$ cat config.mk
export PLATFORM = sky130hd
export DESIGN_NAME = ex_alu_stage
export DESIGN_NICKNAME = d
export VERILOG_FILES = /design/src/rtl/ex_pkg.sv /design/src/rtl/ex_seq_mul.sv /design/src/rtl/ex_alu_stage.sv
export SDC_FILE = /design/constraint.sdc
export NUM_CORES = 1
export LEC_CHECK = 0
export ABC_CLOCK_PERIOD_IN_PS = 9650
export CELL_PAD_IN_SITES_DETAIL_PLACEMENT = 1
export CELL_PAD_IN_SITES_GLOBAL_PLACEMENT = 1
export CORE_MARGIN = 5
export CORE_UTILIZATION = 40
export DETAILED_ROUTE_END_ITERATION = 6
export GPL_ROUTABILITY_DRIVEN = 0
export PLACE_DENSITY = 0.78
export RECOVER_POWER = 50
export REMOVE_ABC_BUFFERS = 1
export SETUP_SLACK_MARGIN = 0.02
export SYNTH_ARGS = -nofsm -noshare
export SYNTH_HDL_FRONTEND = slang
export SYNTH_SLANG_ARGS = --single-unit
$ cat constraint.sdc
create_clock -name clk -period 9.65 [get_ports clk]
set_input_delay 0.965 -clock clk [delete_from_list [all_inputs] [get_ports clk]]
set_output_delay 0.965 -clock clk [all_outputs]
set_load 0.03 [all_outputs]
$ cat src/rtl/ex_pkg.sv
// ex_pkg: shared definitions for the MIPS execute stage.
// Holds the default datapath width, the ALU function codes, the execute
// FSM state encoding and small overflow helper functions.
package ex_pkg;

  localparam int WIDTH_DEF = 32;
  localparam int CNT_W_DEF = 5;

  localparam logic [3:0] FN_ADD = 4'b0000;
  localparam logic [3:0] FN_SUB = 4'b0001;
  localparam logic [3:0] FN_AND = 4'b0010;
  localparam logic [3:0] FN_OR  = 4'b0011;
  localparam logic [3:0] FN_NOT = 4'b0100;
  localparam logic [3:0] FN_SRA = 4'b1000;
  localparam logic [3:0] FN_SRL = 4'b1001;
  localparam logic [3:0] FN_SLL = 4'b1010;
  localparam logic [3:0] FN_ROL = 4'b1100;
  localparam logic [3:0] FN_ROR = 4'b1101;
  localparam logic [3:0] FN_MUL = 4'b1110;

  typedef enum logic [1:0] {
    ST_IDLE = 2'b00,
    ST_MUL  = 2'b01,
    ST_DONE = 2'b10
  } state_t;

  // Signed overflow of A+B from the sign bits of A, B and the result.
  function automatic logic add_ovf(input logic a_msb, input logic b_msb, input logic r_msb);
    return (a_msb == b_msb) && (r_msb != a_msb);
  endfunction

  // Signed overflow of A-B from the sign bits of A, B and the result.
  function automatic logic sub_ovf(input logic a_msb, input logic b_msb, input logic r_msb);
    return (a_msb != b_msb) && (r_msb != a_msb);
  endfunction

endpackage

$ cat src/rtl/ex_seq_mul.sv
// ex_seq_mul: iterative shift-add multiplier, one partial product per cycle.
// Ports:
//   clk, rst_n  clock, asynchronous active-low reset (aborts a running multiply)
//   start       latch operands and begin (only asserted while not busy)
//   mcand       multiplicand A
//   mplier      multiplier B
//   busy        iterations in progress
//   done        final iteration is happening this cycle; product is complete
//   cnt         iteration counter (0..WIDTH-1)
//   product     acc plus the final partial product; valid while done is high
// ACC_W is WIDTH for a truncated product or 2*WIDTH for the full product.
module ex_seq_mul #(
  parameter int WIDTH = 32,
  parameter int CNT_W = 5,
  parameter int ACC_W = 32
) (
  input  logic             clk,
  input  logic             rst_n,
  input  logic             start,
  input  logic [WIDTH-1:0] mcand,
  input  logic [WIDTH-1:0] mplier,
  output logic             busy,
  output logic             done,
  output logic [CNT_W-1:0] cnt,
  output logic [ACC_W-1:0] product
);

  logic [ACC_W-1:0] mcand_r;
  logic [WIDTH-1:0] mplier_r;
  logic [ACC_W-1:0] acc_r;
  logic [CNT_W-1:0] cnt_r;
  logic             busy_r;
  logic [ACC_W-1:0] acc_next_s;

  // Accumulator value after the current iteration's conditional add.
  always_comb begin
    if (mplier_r[0]) begin
      acc_next_s = acc_r + mcand_r;
    end else begin
      acc_next_s = acc_r;
    end
  end

  // Operand latch and one shift-add step per cycle while busy.
  always_ff @(posedge clk or negedge rst_n) begin
    if (!rst_n) begin
      mcand_r  <= {ACC_W{1'b0}};
      mplier_r <= {WIDTH{1'b0}};
      acc_r    <= {ACC_W{1'b0}};
      cnt_r    <= {CNT_W{1'b0}};
      busy_r   <= 1'b0;
    end else if (start) begin
      mcand_r  <= ACC_W'(mcand);
      mplier_r <= mplier;
      acc_r    <= {ACC_W{1'b0}};
      cnt_r    <= {CNT_W{1'b0}};
      busy_r   <= 1'b1;
    end else if (busy_r) begin
      acc_r    <= acc_next_s;
      mcand_r  <= mcand_r << 1;
      mplier_r <= mplier_r >> 1;
      cnt_r    <= cnt_r + {{(CNT_W-1){1'b0}}, 1'b1};
      if (cnt_r == CNT_W'(WIDTH-1)) begin
        busy_r <= 1'b0;
      end else begin
        busy_r <= 1'b1;
      end
    end else begin
      busy_r <= 1'b0;
    end
  end

  assign busy    = busy_r;
  assign done    = busy_r && (cnt_r == CNT_W'(WIDTH-1));
  assign cnt     = cnt_r;
  assign product = acc_next_s;

endmodule

$ cat src/rtl/ex_alu_stage.sv
// ex_alu_stage: MIPS execute stage. Single-cycle ALU ops register their
// result at the accept edge; MUL runs on ex_seq_mul for WIDTH cycles with
// busy held high, then presents the low WIDTH product bits.
// Ports:
//   clk, rst_n   clock, asynchronous active-low reset
//   in_valid     operands/function present (accepted when !busy)
//   alu_func     operation code (see ex_pkg FN_*)
//   rf_a, rf_b   register operands A and B
//   immed        extended immediate, used as B when alu_bin_sel = 1
//   busy         multiply in progress, upstream must hold
//   out_valid    one-cycle pulse per new result
//   alu_out      registered result (memory stage address / write-back data)
//   zero         registered alu_out == 0
//   ovf          (only with EX_ALU_STAGE_OVF_EN) registered overflow flag
// Build option: define EX_ALU_STAGE_OVF_EN to add the ovf port and a
// full-width (2*WIDTH) multiply accumulator.
module ex_alu_stage
  import ex_pkg::*;
#(
  parameter int WIDTH = WIDTH_DEF,
  parameter int CNT_W = CNT_W_DEF
) (
  input  logic             clk,
  input  logic             rst_n,
  input  logic             in_valid,
  input  logic [3:0]       alu_func,
  input  logic [WIDTH-1:0] rf_a,
  input  logic [WIDTH-1:0] rf_b,
  input  logic [WIDTH-1:0] immed,
  input  logic             alu_bin_sel,
  output logic             busy,
  output logic             out_valid,
  output logic [WIDTH-1:0] alu_out,
`ifdef EX_ALU_STAGE_OVF_EN
  output logic             ovf,
`endif
  output logic             zero
);

`ifdef EX_ALU_STAGE_OVF_EN
  localparam int ACC_W = 2 * WIDTH;
`else
  localparam int ACC_W = WIDTH;
`endif

  state_t             state_r;
  logic               busy_r;
  logic               out_valid_r;
  logic [WIDTH-1:0]   alu_out_r;
  logic               zero_r;

  logic [WIDTH-1:0]   b_s;
  logic [4:0]         shamt_s;
  logic               accept_s;
  logic               mul_start_s;
  logic [WIDTH-1:0]   alu_res_s;
  logic [2*WIDTH-1:0] rot_s;
  logic               mul_busy_s;
  logic               mul_done_s;
  logic [CNT_W-1:0]   mul_cnt_s;
  logic [ACC_W-1:0]   mul_prod_s;

  assign b_s         = alu_bin_sel ? immed : rf_b;
  assign shamt_s     = b_s[4:0];
  assign accept_s    = in_valid && !busy_r;
  assign mul_start_s = accept_s && (alu_func == FN_MUL);

  // Combinational ALU for the single-cycle ops; MUL comes from ex_seq_mul.
  always_comb begin
    alu_res_s = {WIDTH{1'b0}};
    rot_s     = {(2*WIDTH){1'b0}};
    case (alu_func)
      FN_ADD: alu_res_s = rf_a + b_s;
      FN_SUB: alu_res_s = rf_a - b_s;
      FN_AND: alu_res_s = rf_a & b_s;
      FN_OR:  alu_res_s = rf_a | b_s;
      FN_NOT: alu_res_s = ~rf_a;
      FN_SRA: alu_res_s = WIDTH'($signed(rf_a) >>> shamt_s);
      FN_SRL: alu_res_s = rf_a >> shamt_s;
      FN_SLL: alu_res_s = rf_a << shamt_s;
      // Rotates shift a doubled copy so a zero amount needs no special case.
      FN_ROL: begin
        rot_s     = {rf_a, rf_a} << shamt_s;
        alu_res_s = rot_s[2*WIDTH-1:WIDTH];
      end
      FN_ROR: begin
        rot_s     = {rf_a, rf_a} >> shamt_s;
        alu_res_s = rot_s[WIDTH-1:0];
      end
      default: alu_res_s = {WIDTH{1'b0}};
    endcase
  end

`ifdef EX_ALU_STAGE_OVF_EN
  logic ovf_r;
  logic ovf_s;

  // Overflow flag for the single-cycle ops (only add/sub can overflow).
  always_comb begin
    ovf_s = 1'b0;
    case (alu_func)
      FN_ADD:  ovf_s = add_ovf(rf_a[WIDTH-1], b_s[WIDTH-1], alu_res_s[WIDTH-1]);
      FN_SUB:  ovf_s = sub_ovf(rf_a[WIDTH-1], b_s[WIDTH-1], alu_res_s[WIDTH-1]);
      default: ovf_s = 1'b0;
    endcase
  end
`endif

  ex_seq_mul #(
    .WIDTH (WIDTH),
    .CNT_W (CNT_W),
    .ACC_W (ACC_W)
  ) u_mul (
    .clk     (clk),
    .rst_n   (rst_n),
    .start   (mul_start_s),
    .mcand   (rf_a),
    .mplier  (b_s),
    .busy    (mul_busy_s),
    .done    (mul_done_s),
    .cnt     (mul_cnt_s),
    .product (mul_prod_s)
  );

  // Execute FSM and output registers. DONE is the multiplier's final
  // iteration cycle, so the product lands in alu_out as busy drops.
  always_ff @(posedge clk or negedge rst_n) begin
    if (!rst_n) begin
      state_r     <= ST_IDLE;
      busy_r      <= 1'b0;
      out_valid_r <= 1'b0;
      alu_out_r   <= {WIDTH{1'b0}};
      zero_r      <= 1'b1;
`ifdef EX_ALU_STAGE_OVF_EN
      ovf_r       <= 1'b0;
`endif
    end else begin
      case (state_r)
        ST_IDLE: begin
          if (mul_start_s) begin
            state_r     <= ST_MUL;
            busy_r      <= 1'b1;
            out_valid_r <= 1'b0;
          end else if (accept_s) begin
            state_r     <= ST_IDLE;
            out_valid_r <= 1'b1;
            alu_out_r   <= alu_res_s;
            zero_r      <= (alu_res_s == {WIDTH{1'b0}});
`ifdef EX_ALU_STAGE_OVF_EN
            ovf_r       <= ovf_s;
`endif
          end else begin
            out_valid_r <= 1'b0;
          end
        end
        ST_MUL: begin
          out_valid_r <= 1'b0;
          // Counter steps to WIDTH-1 at this edge; the next cycle is the last.
          if (mul_busy_s && (mul_cnt_s == CNT_W'(WIDTH-2))) begin
            state_r <= ST_DONE;
          end else begin
            state_r <= ST_MUL;
          end
        end
        ST_DONE: begin
          state_r <= ST_IDLE;
          busy_r  <= 1'b0;
          if (mul_done_s) begin
            out_valid_r <= 1'b1;
            alu_out_r   <= mul_prod_s[WIDTH-1:0];
            zero_r      <= (mul_prod_s[WIDTH-1:0] == {WIDTH{1'b0}});
`ifdef EX_ALU_STAGE_OVF_EN
            ovf_r       <= |mul_prod_s[2*WIDTH-1:WIDTH];
`endif
          end else begin
            out_valid_r <= 1'b0;
          end
        end
        default: begin
          state_r     <= ST_IDLE;
          busy_r      <= 1'b0;
          out_valid_r <= 1'b0;
        end
      endcase
    end
  end

  assign busy      = busy_r;
  assign out_valid = out_valid_r;
  assign alu_out   = alu_out_r;
  assign zero      = zero_r;
`ifdef EX_ALU_STAGE_OVF_EN
  assign ovf       = ovf_r;
`endif

endmodule

Word-level counts from Yosys, hierarchy flattened:

Cells that the tools add are included.

* muxes and demuxes: 32
* bitwise logic cells: 4
* eq/ne operators: 19
* add/subtract/negate cells: 4
* reduce and logical (&&, ||, !) cells: 13
* shift operators: 5

Operator list (number)
* 2-to-1 mux 32 bit: 11
* case mux 32 bit (10 select lines): 1
* adder 32 bit: 2
* zero test 32 bit: 2
* case mux 32 bit (2 select lines): 1
* left shift 64 x 5 -> 64 bit: 1
* right shift 64 x 5 -> 32 bit: 1
* bitwise AND 32 bit: 1
* NOT 32 bit: 1
* bitwise OR 32 bit: 1
* left shift 32 x 5 -> 32 bit: 1
* right shift 32 x 5 -> 32 bit: 1
* >>> shifter 32 x 5 -> 32 bit: 1
* subtractor 32 bit: 1
* == test 4 bit (second input constant): 6
* == test 5 bit (second input constant): 2
* 2-to-1 mux 1 bit: 10
* 2-to-1 mux 5 bit: 2
* == test 4 x 2 -> 1 bit (second input constant): 2
* inequality test 2 bit (second input constant): 4
* 2-to-1 mux 2 bit: 3
* case mux 1 bit (2 select lines): 3
* adder 5 x 1 -> 5 bit (second input constant): 1
* == test 4 x 1 -> 1 bit (second input constant): 1
* 13 further kinds: 17

* input bits: 104
* register bits: 139
* logic and storage cells: 87
* output and inout port bits: 35

Logic depth before layout (Yosys ltp):

Gate-level depths: netlist (run 1).

* depth after elaboration: 7
* depth in mapped cells: 28
* gate-level depth less buffers: 21

Modules after synthesis:

From an unflattened synthesis (run 1), not the netlist that was laid out.

* cell total of the unflattened synthesis: 2311
* area, all modules: 17735.8 sq um

By module, submodules not included
* ex_alu_stage: times used 1, seq. area each 927.1 sq um, area each 11089.4 sq um, cells an instance 1596
* ex_seq_mul: times used 1, seq. area each 2552.4 sq um, area each 6646.4 sq um, cells an instance 715

Worst setup path before layout (run 1):

No wires, ideal clock.

* kind: input to register
* from: input port alu_bin_sel
* to: register zero_r (netlist: zero)
* data required time: 9.578 ns
* setup slack: 3.030 ns
* library setup time: 0.072 ns
* buffers on the path: 7
* data arrival time: 6.548 ns
* stages: 26
* cell sequence: buf_6 -> mux2_2 -> buf_2 -> inv_1 -> buf_4 -> buf_2 -> buf_2 -> buf_2 -> ha_1 -> and3_1 -> nand3_1 -> o21ai_0 -> xnor2_1 -> ha_1 -> clkbuf_1 -> nand2_1 -> o21ai_0 -> mux2i_1 -> a21oi_1 -> nor2_1 -> or4_1 -> or4_1 -> or4_1 -> nor4_1 -> nand4_1 -> o21ai_1

* cells in the longest elaborated chain, start to end: 7
* elaborated cells on any way between the ends: 15
* classes of those cells: add/sub (2); shift (5); mux (5); bitwise (2); reduce/logical (1)

RTL lines
* start, declared: RTL line ex_alu_stage.sv:30 `input logic alu_bin_sel,`
* 2-to-1 mux 32 bit (*): RTL line ex_alu_stage.sv:63 `assign b_s = alu_bin_sel ? immed : rf_b;`
* subtractor 32 bit, or another cell as far along: RTL line ex_alu_stage.sv:74 `FN_SUB: alu_res_s = rf_a - b_s;`
* case mux 32 bit (10 select lines) (*): RTL line ex_alu_stage.sv:72 `case (alu_func)`
* zero test 32 bit (*): RTL line ex_alu_stage.sv:148 `zero_r <= (alu_res_s == {WIDTH{1'b0}});`
* 2-to-1 mux 1 bit (*): RTL line ex_alu_stage.sv:144 `end else if (accept_s) begin`
* 2-to-1 mux 1 bit (*): RTL line ex_alu_stage.sv:140 `if (mul_start_s) begin`
* case mux 1 bit (2 select lines) (*): RTL line ex_alu_stage.sv:138 `case (state_r)`
* end signal, assigned: RTL line ex_alu_stage.sv:148
* end signal, assigned: RTL line ex_alu_stage.sv:171 `zero_r <= (mul_prod_s[WIDTH-1:0] == {WIDTH{1'b0}});`
* end, declared: RTL line ex_alu_stage.sv:50 `logic zero_r;`

Every way passes the cells marked *; elsewhere a longest branch is shown, timed or not. The select of a mux whose other input is x is not followed.
A chain may end at the register's enable or synchronous reset.

Worst setup path in the final report (run 1):

Same ends and word-level chain as after synthesis.

==> reports/qor.yml, run 1 <==
power_and_ir_drop:
  seqPwrFrac_pct: 22.2
  pwr-share-clk_pct: 14.7
  leakagePower_nw: 7.928
  internal_power_mw: 2.400
  p_switching_mw: 2.359
  power_density_nw_per_um2: 243.8
  swShare_pct: 49.57
  ir_drop_v: 0.0001912
  combPwrFrac_pct: 63.1
setup_path:
  worstSetupPathType: "in2reg"
  cp-startpoint: "alu_bin_sel"
  required_ps: 10030
  crit_fanout: 22
  crit_path_end_kind: "flop"
  start_kind: "input port"
  crit_arrival_ps: 7960
  r2r_start: "u_mul.busy"
yosys:
  async_reset_ff_share_pct: 100.0
  syn_area_um2: 17100
  synth-simple-area-share_pct: 18.23
  synth_top_family_by_area: "compound AO/OA/AOI/OAI gates"
  synth_area_leader_cell: "dfrtp_1"
  yosysMostFrequentCell: "nand2_1"
  syn_inst: 2149
  synth_top_cells_by_area: "dfrtp_1, mux2i_1, mux4_2"
  synthAdderAreaFrac_pct: 5.341
  synthTopCellsByCount: "nand2_1, nor2_1, a21oi_1"
  synth.distinct_cells: 86
  synthFlopType: "dfrtp_1"
  yosys.area.top_type_share_pct: 20.19
  synth_xor_area_share_pct: 4.046
  synth_seq_cells: 139
  avgSynthCellArea_um2: 7.957
  synth_mux_area_share_pct: 20.66
  synth_edf_count: 0
  synth_warnings: 0
  synth_compound_gate_area_share_pct: 26.23
  yosysSeqAreaShare_pct: 20.35
detailed_routing:
  first_pass_iters: 7
  wire_per_inst_um: 29.70
  ant_nets: 0
  via_per_inst: 7.077
  wl_mm: 81.27
  vias: 19360
  drt_iter0_drc: 2691
  drc: 1
sta:
  min_period_over_period_pct: 78.48
  setup_viol: 0
  maxSlewViolCount: 229
  finClkSkew_ps: 11.62
  min_period_ps: 7574
  worst_pin_slew_ps: 4618
  max_freq_mhz: 132.0
  max_slew_margin_pct: -207.9
  setup_tns_ps: 0
  grt_setup_unrepaired: "false"
  final_hold_viol_count: 0
global_route:
  use_met3_pct: 10.35
  grt_usage_pct: 33.33
  grt_pass1_vias: 19470
  grt_max_degree: 97
  busiest_layer: "met2"
  grt_first_pass_wirelength_mm: 121.4
  overflow: 0
  grt_use_met1_pct: 42.71
  grt_use_met2_pct: 49.19
  antenna_found_initial: 1
floorplan:
  core_area_um2: 42130
  ios: 139
  fp.dieW_um: 216.8
  chipHeight_um: 216.8
  initial_core_util_pct: 40.59
  rows: 75
  die_area_um2: 46980
clock_tree:
  cts_setup_buffers: 0
  clockRootBuffer: "clkbuf_16"
  path_clk_slew_ps: 60
  cts.htree.levels: 4
  cts-resized-gates: 0
  holdBufCountCts: 0
  clk_latency_ps: 450
  clock_sinks: 139
  clock_path_buffers: 2
  cts_tree: "yes"
  cts_made_buffers: 17
place:
  dp_cells: 2704
  dp_hpwl_mm: 59.64
  portBuffers: 138
cells_and_area:
  drive_gt1_share_pct: 9.149
  num_antenna_cells: 0
  area_growth_pct: 14.17
  fin_cells: 2736
  nets: 2359
flow_run:
  cap_violations: 3
status:
  status: "finished with violations"
  violations: "design-rule violations, max-capacitance violations, max-slew violations"
min_path:
  hold_class: "reg2reg"
  hp-start: "alu_out[7]"
stage by stage:
stage                     instance area, um2  hold slack (ps)  power (mW)  util [%]  setup WS [ps]
final                                  19520            471.8       4.759     46.34           2076
after global routing                   19520            500.0       5.038     46.34           1328
after CTS                              19540            485.4       4.684     46.37           2417
after detailed placement               18930            470.9       3.940     44.92           1940
after global placement                 18930            459.4       3.825     44.92           2116
after floorplan                        16330            478.6       3.009         -           1250
worst paths after layout:
check	slack (ps)	to	cells after the start
max	2080	zero	22
min	470	alu_out[7]	2
max reg2reg	4280	u_mul.mplier_r[30]	5
min reg2reg	470	alu_out[7]	2
max in group asynchronous	2660	u_mul.mcand_r[26]	2
min in group asynchronous	1760	alu_out[6]	1
cell families after synthesis:
logic type	count (synthesis)
flip-flops	139
buffers and inverters	215
AND/OR/NAND/NOR	672
adder cells (fa/ha/maj)	72
XOR/XNOR	79
AO/OA/AOI/OAI	706
multiplexers	266
power groups by stage:
stage               combinational (mW)  clock [mW]  sequential (mW)
finish                            3.00       0.700             1.06
global route                      3.22       0.734             1.08
CTS                               2.92       0.709             1.05
global placement                  2.78           0             1.04
detailed placement                2.88           0             1.06
floorplan                         1.81           0             1.20
state kept, by name (all words and copies together), names as in the netlist:
name and cells:
u_mul.acc_r 32, state_r 2, zero 1, alu_out 32, out_valid 1, u_mul.mplier_r 32, busy 1, u_mul.busy 1
u_mul.mcand_r 32, u_mul.cnt 5
layout make-up:
| type | count | area, um2 |
|---|---|---|
| clock buffers | 18 | 429.2 |
| clock inverters | 14 | 183.9 |
| fillers | 5074 | 22610 |
| inverters | 28 | 107.6 |
| multi-input cells | 1795 | 12790 |
| flip-flops and latches | 139 | 3483 |
| well taps | 539 | 674.4 |
| repair buffers | 203 | 1851 |
layer usage:
metal	vias to the layer above	wire, um
li1	8222	-
met1	9403	31030
met2	1349	33950
met3	386	10130
met4	2	6147
met5	-	11
worst max-delay path, cell delays in order:
cell	delay (ps)
buf_2	610
buf_4	470
mux2i_4	290
nand2_1	100
nor2_1	590
nand3_1	290
nor3_1	680
a21oi_1	210
xor2_1	180
ha_1	430
a21o_1	240
a211oi_1	260
nor2_1	80
o41ai_1	600
o311ai_0	490
a21o_1	270
a311oi_1	450
nand3_1	130
nor4_1	180
and2_1	170
nand4_1	100
o21ai_1	150
cell usage in the layout (no fill, tap or decap), drive strengths merged, types with 43 or more instances in the layout:
cell type / synthesis / routed
ha: 69 / 69
mux2i: 187 / 187
nor2: 187 / 187
nand3: 49 / 49
dfrtp: 138 / 138
nand2: 237 / 237
a211oi: 71 / 71
mux4: 64 / 64
nor3: 43 / 43
xnor2: 45 / 45
a21oi: 185 / 185
clkdlybuf4s50: 0 / 120
buf: 42 / 64
o22ai: 56 / 56
o21ai: 176 / 176
Note: power is estimated with default switching activity, not from simulation.
==> run 2: changes to the inputs <==
--- a/config.mk
+++ b/config.mk
@@ -5,7 +5,7 @@
 export SDC_FILE = /design/constraint.sdc
 export NUM_CORES = 1
 export LEC_CHECK = 0
-export ABC_CLOCK_PERIOD_IN_PS = 9650
+export ABC_CLOCK_PERIOD_IN_PS = 7500
 export CELL_PAD_IN_SITES_DETAIL_PLACEMENT = 1
 export CELL_PAD_IN_SITES_GLOBAL_PLACEMENT = 1
 export CORE_MARGIN = 5
==> constraint.sdc (replaced) <==
create_clock -name clk -period 7.5 [get_ports clk]
set_input_delay 0.75 -clock clk [delete_from_list [all_inputs] [get_ports clk]]
set_output_delay 0.75 -clock clk [all_outputs]
set_load 0.03 [all_outputs]
==> reports/qor.yml, run 2 (synthesis results as in run 1) <==
detailed_routing:
  via_per_inst: 7.049
  drt_iter0_drc: 2601
  ant_nets: 0
  vias: 19340
  wl_mm: 79.74
  first_pass_iters: 7
  drc: 2
  wire_per_inst_um: 29.07
global_route:
  grt_first_pass_wirelength_mm: 119.5
  antenna_found_initial: 1
  overflow: 0
  grt_usage_pct: 32.65
  grt_pass1_vias: 19150
  grt_max_degree: 88
setup_path:
  cp.depth: 22
  required_ps: 7870
  reg2regPathDepth: 11
  crit_slowest_cell: "nor3_1"
  worstSetupPathType: "in2reg"
  slowest_delay_ps: 770
  crit_path_end_kind: "flop"
  start_kind: "input port"
  crit_fanout: 16
  path_cells: "buf_2 > buf_4 > mux2i_1 > buf_4 > nand4_1 > nor2_1 > nand4_1 > nor3_1 > and4_1 > nor2_1 > xor2_1 > ha_1 > a21o_1 > o41ai_1 > o311ai_0 > a21o_1 > a311oi_1 > nand3_1 > nor4_1 > and2_1 > nand4_1 > o21ai_1"
  cp_common_cell: "nand4_1"
  crit_arrival_ps: 7090
  cp-startpoint: "alu_bin_sel"
  crit_family: "simple AND/OR/NAND/NOR gates"
  worst-path-buf-inv: 3
  r2r_start: "u_mul.busy"
sta:
  min_period_ps: 6718
  max_freq_mhz: 148.9
  min_period_over_period_pct: 89.57
  setup_viol: 0
  grt_setup_unrepaired: "false"
  maxSlewViolCount: 158
  max_slew_margin_pct: -222.3
  worst_pin_slew_ps: 4834
  final_hold_viol_count: 0
  fin_ws_ps: 781.9
  finClkSkew_ps: 15.90
floorplan:
  core_area_um2: 42130
  rows: 75
  ios: 139
  initial_core_util_pct: 40.59
  chipHeight_um: 216.8
  fp.dieW_um: 216.8
  die_area_um2: 46980
clock_tree:
  cts_tree: "yes"
  cts-resized-gates: 0
  holdBufCountCts: 0
  clockRootBuffer: "clkbuf_16"
  cts.htree.levels: 4
  cts_made_buffers: 17
  cts_setup_buffers: 0
  clock_path_buffers: 2
  clk_latency_ps: 450
  path_clk_slew_ps: 60
  clock_sinks: 139
cells_and_area:
  fin_cells: 2743
  multi_input_area_um2: 12790
  mostFrequentLayoutCells: "nand2_1, nor2_1, a21oi_1"
  finish.utilization_pct: 46.53
  drive_gt1_share_pct: 9.396
  area_growth_pct: 14.65
  regArea_um2: 3480
  nFillCells: 5045
  layout_commonest_cell: "nand2_1"
  nets: 2365
place:
  dp_cells: 2710
  place_ws_ps: 588.8
  portBuffers: 138
  dp_hpwl_mm: 59.05
status:
  status: "finished with violations"
  violations: "design-rule violations, max-capacitance violations, max-slew violations"
power_and_ir_drop:
  power_density_nw_per_um2: 314.1
  ir_drop_v: 0.0002725
  leakagePower_nw: 7.971
  p_total_mw: 6.159
min_path:
  hp-start: "alu_out[3]"
  hold_class: "reg2reg"
  hold_depth: 2
flow_run:
  cap_violations: 2
-- run 2: final timing paths --
path / end / slack (ps)
worst max-delay path: zero / 780
worst min-delay path: alu_out[3] / 480
worst max register to register: zero / 2120
worst min register to register: alu_out[3] / 480
max in group asynchronous: u_mul.mplier_r[10] / 2260
min in group asynchronous: alu_out[6] / 2050
-- run 2: cell type report --
cell class	count	share of cell area, %
well taps	539	3.440
diodes	1	0.01276
clock buffers	20	2.278
repair buffers	209	9.758
clock inverters	12	0.9509
multi-input cells	1795	65.26
flip-flops and latches	139	17.75
inverters	28	0.5489
-- run 2: per-layer routing --
metal | GRT usage, % | share of wire, % | vias to the layer above
met2 | 49.65 | 43 | 1356
met4 | 16.56 | 6.1 | 0
li1 | - | - | 8213
met1 | 43.50 | 39 | 9477
met5 | 0 | 0 | -
met3 | 7.810 | 11 | 289
-- run 2: worst register-to-register path, cell delays in order, from the launching register on --
cell	delay [ps]
dfrtp_1	2070
nand3_1	210
a21o_2	310
nor3_1	260
nand4_1	170
nor4b_1	390
nand4_1	230
or4_1	600
or4_1	420
nor4_1	340
a41oi_1	180
o21ai_1	120
-- run 2: through the flow --
stage,hold slack [ps],area (um2),setup TNS (ps)
floorplan,454.4,16330,-685.3
global placement,463.5,18980,0
detailed placement,472.6,18980,0
CTS,377.8,19620,0
global route,519.9,19600,0
finish,482.1,19610,0
-- run 2: report_power, final --
part | leakage, nW | total [mW] | internal (mW) | switching (mW)
Combinational | 5.95 | 3.82 | 1.47 | 2.35
Clock | 0.298 | 0.938 | 0.570 | 0.368
Sequential | 1.73 | 1.40 | 1.08 | 0.323
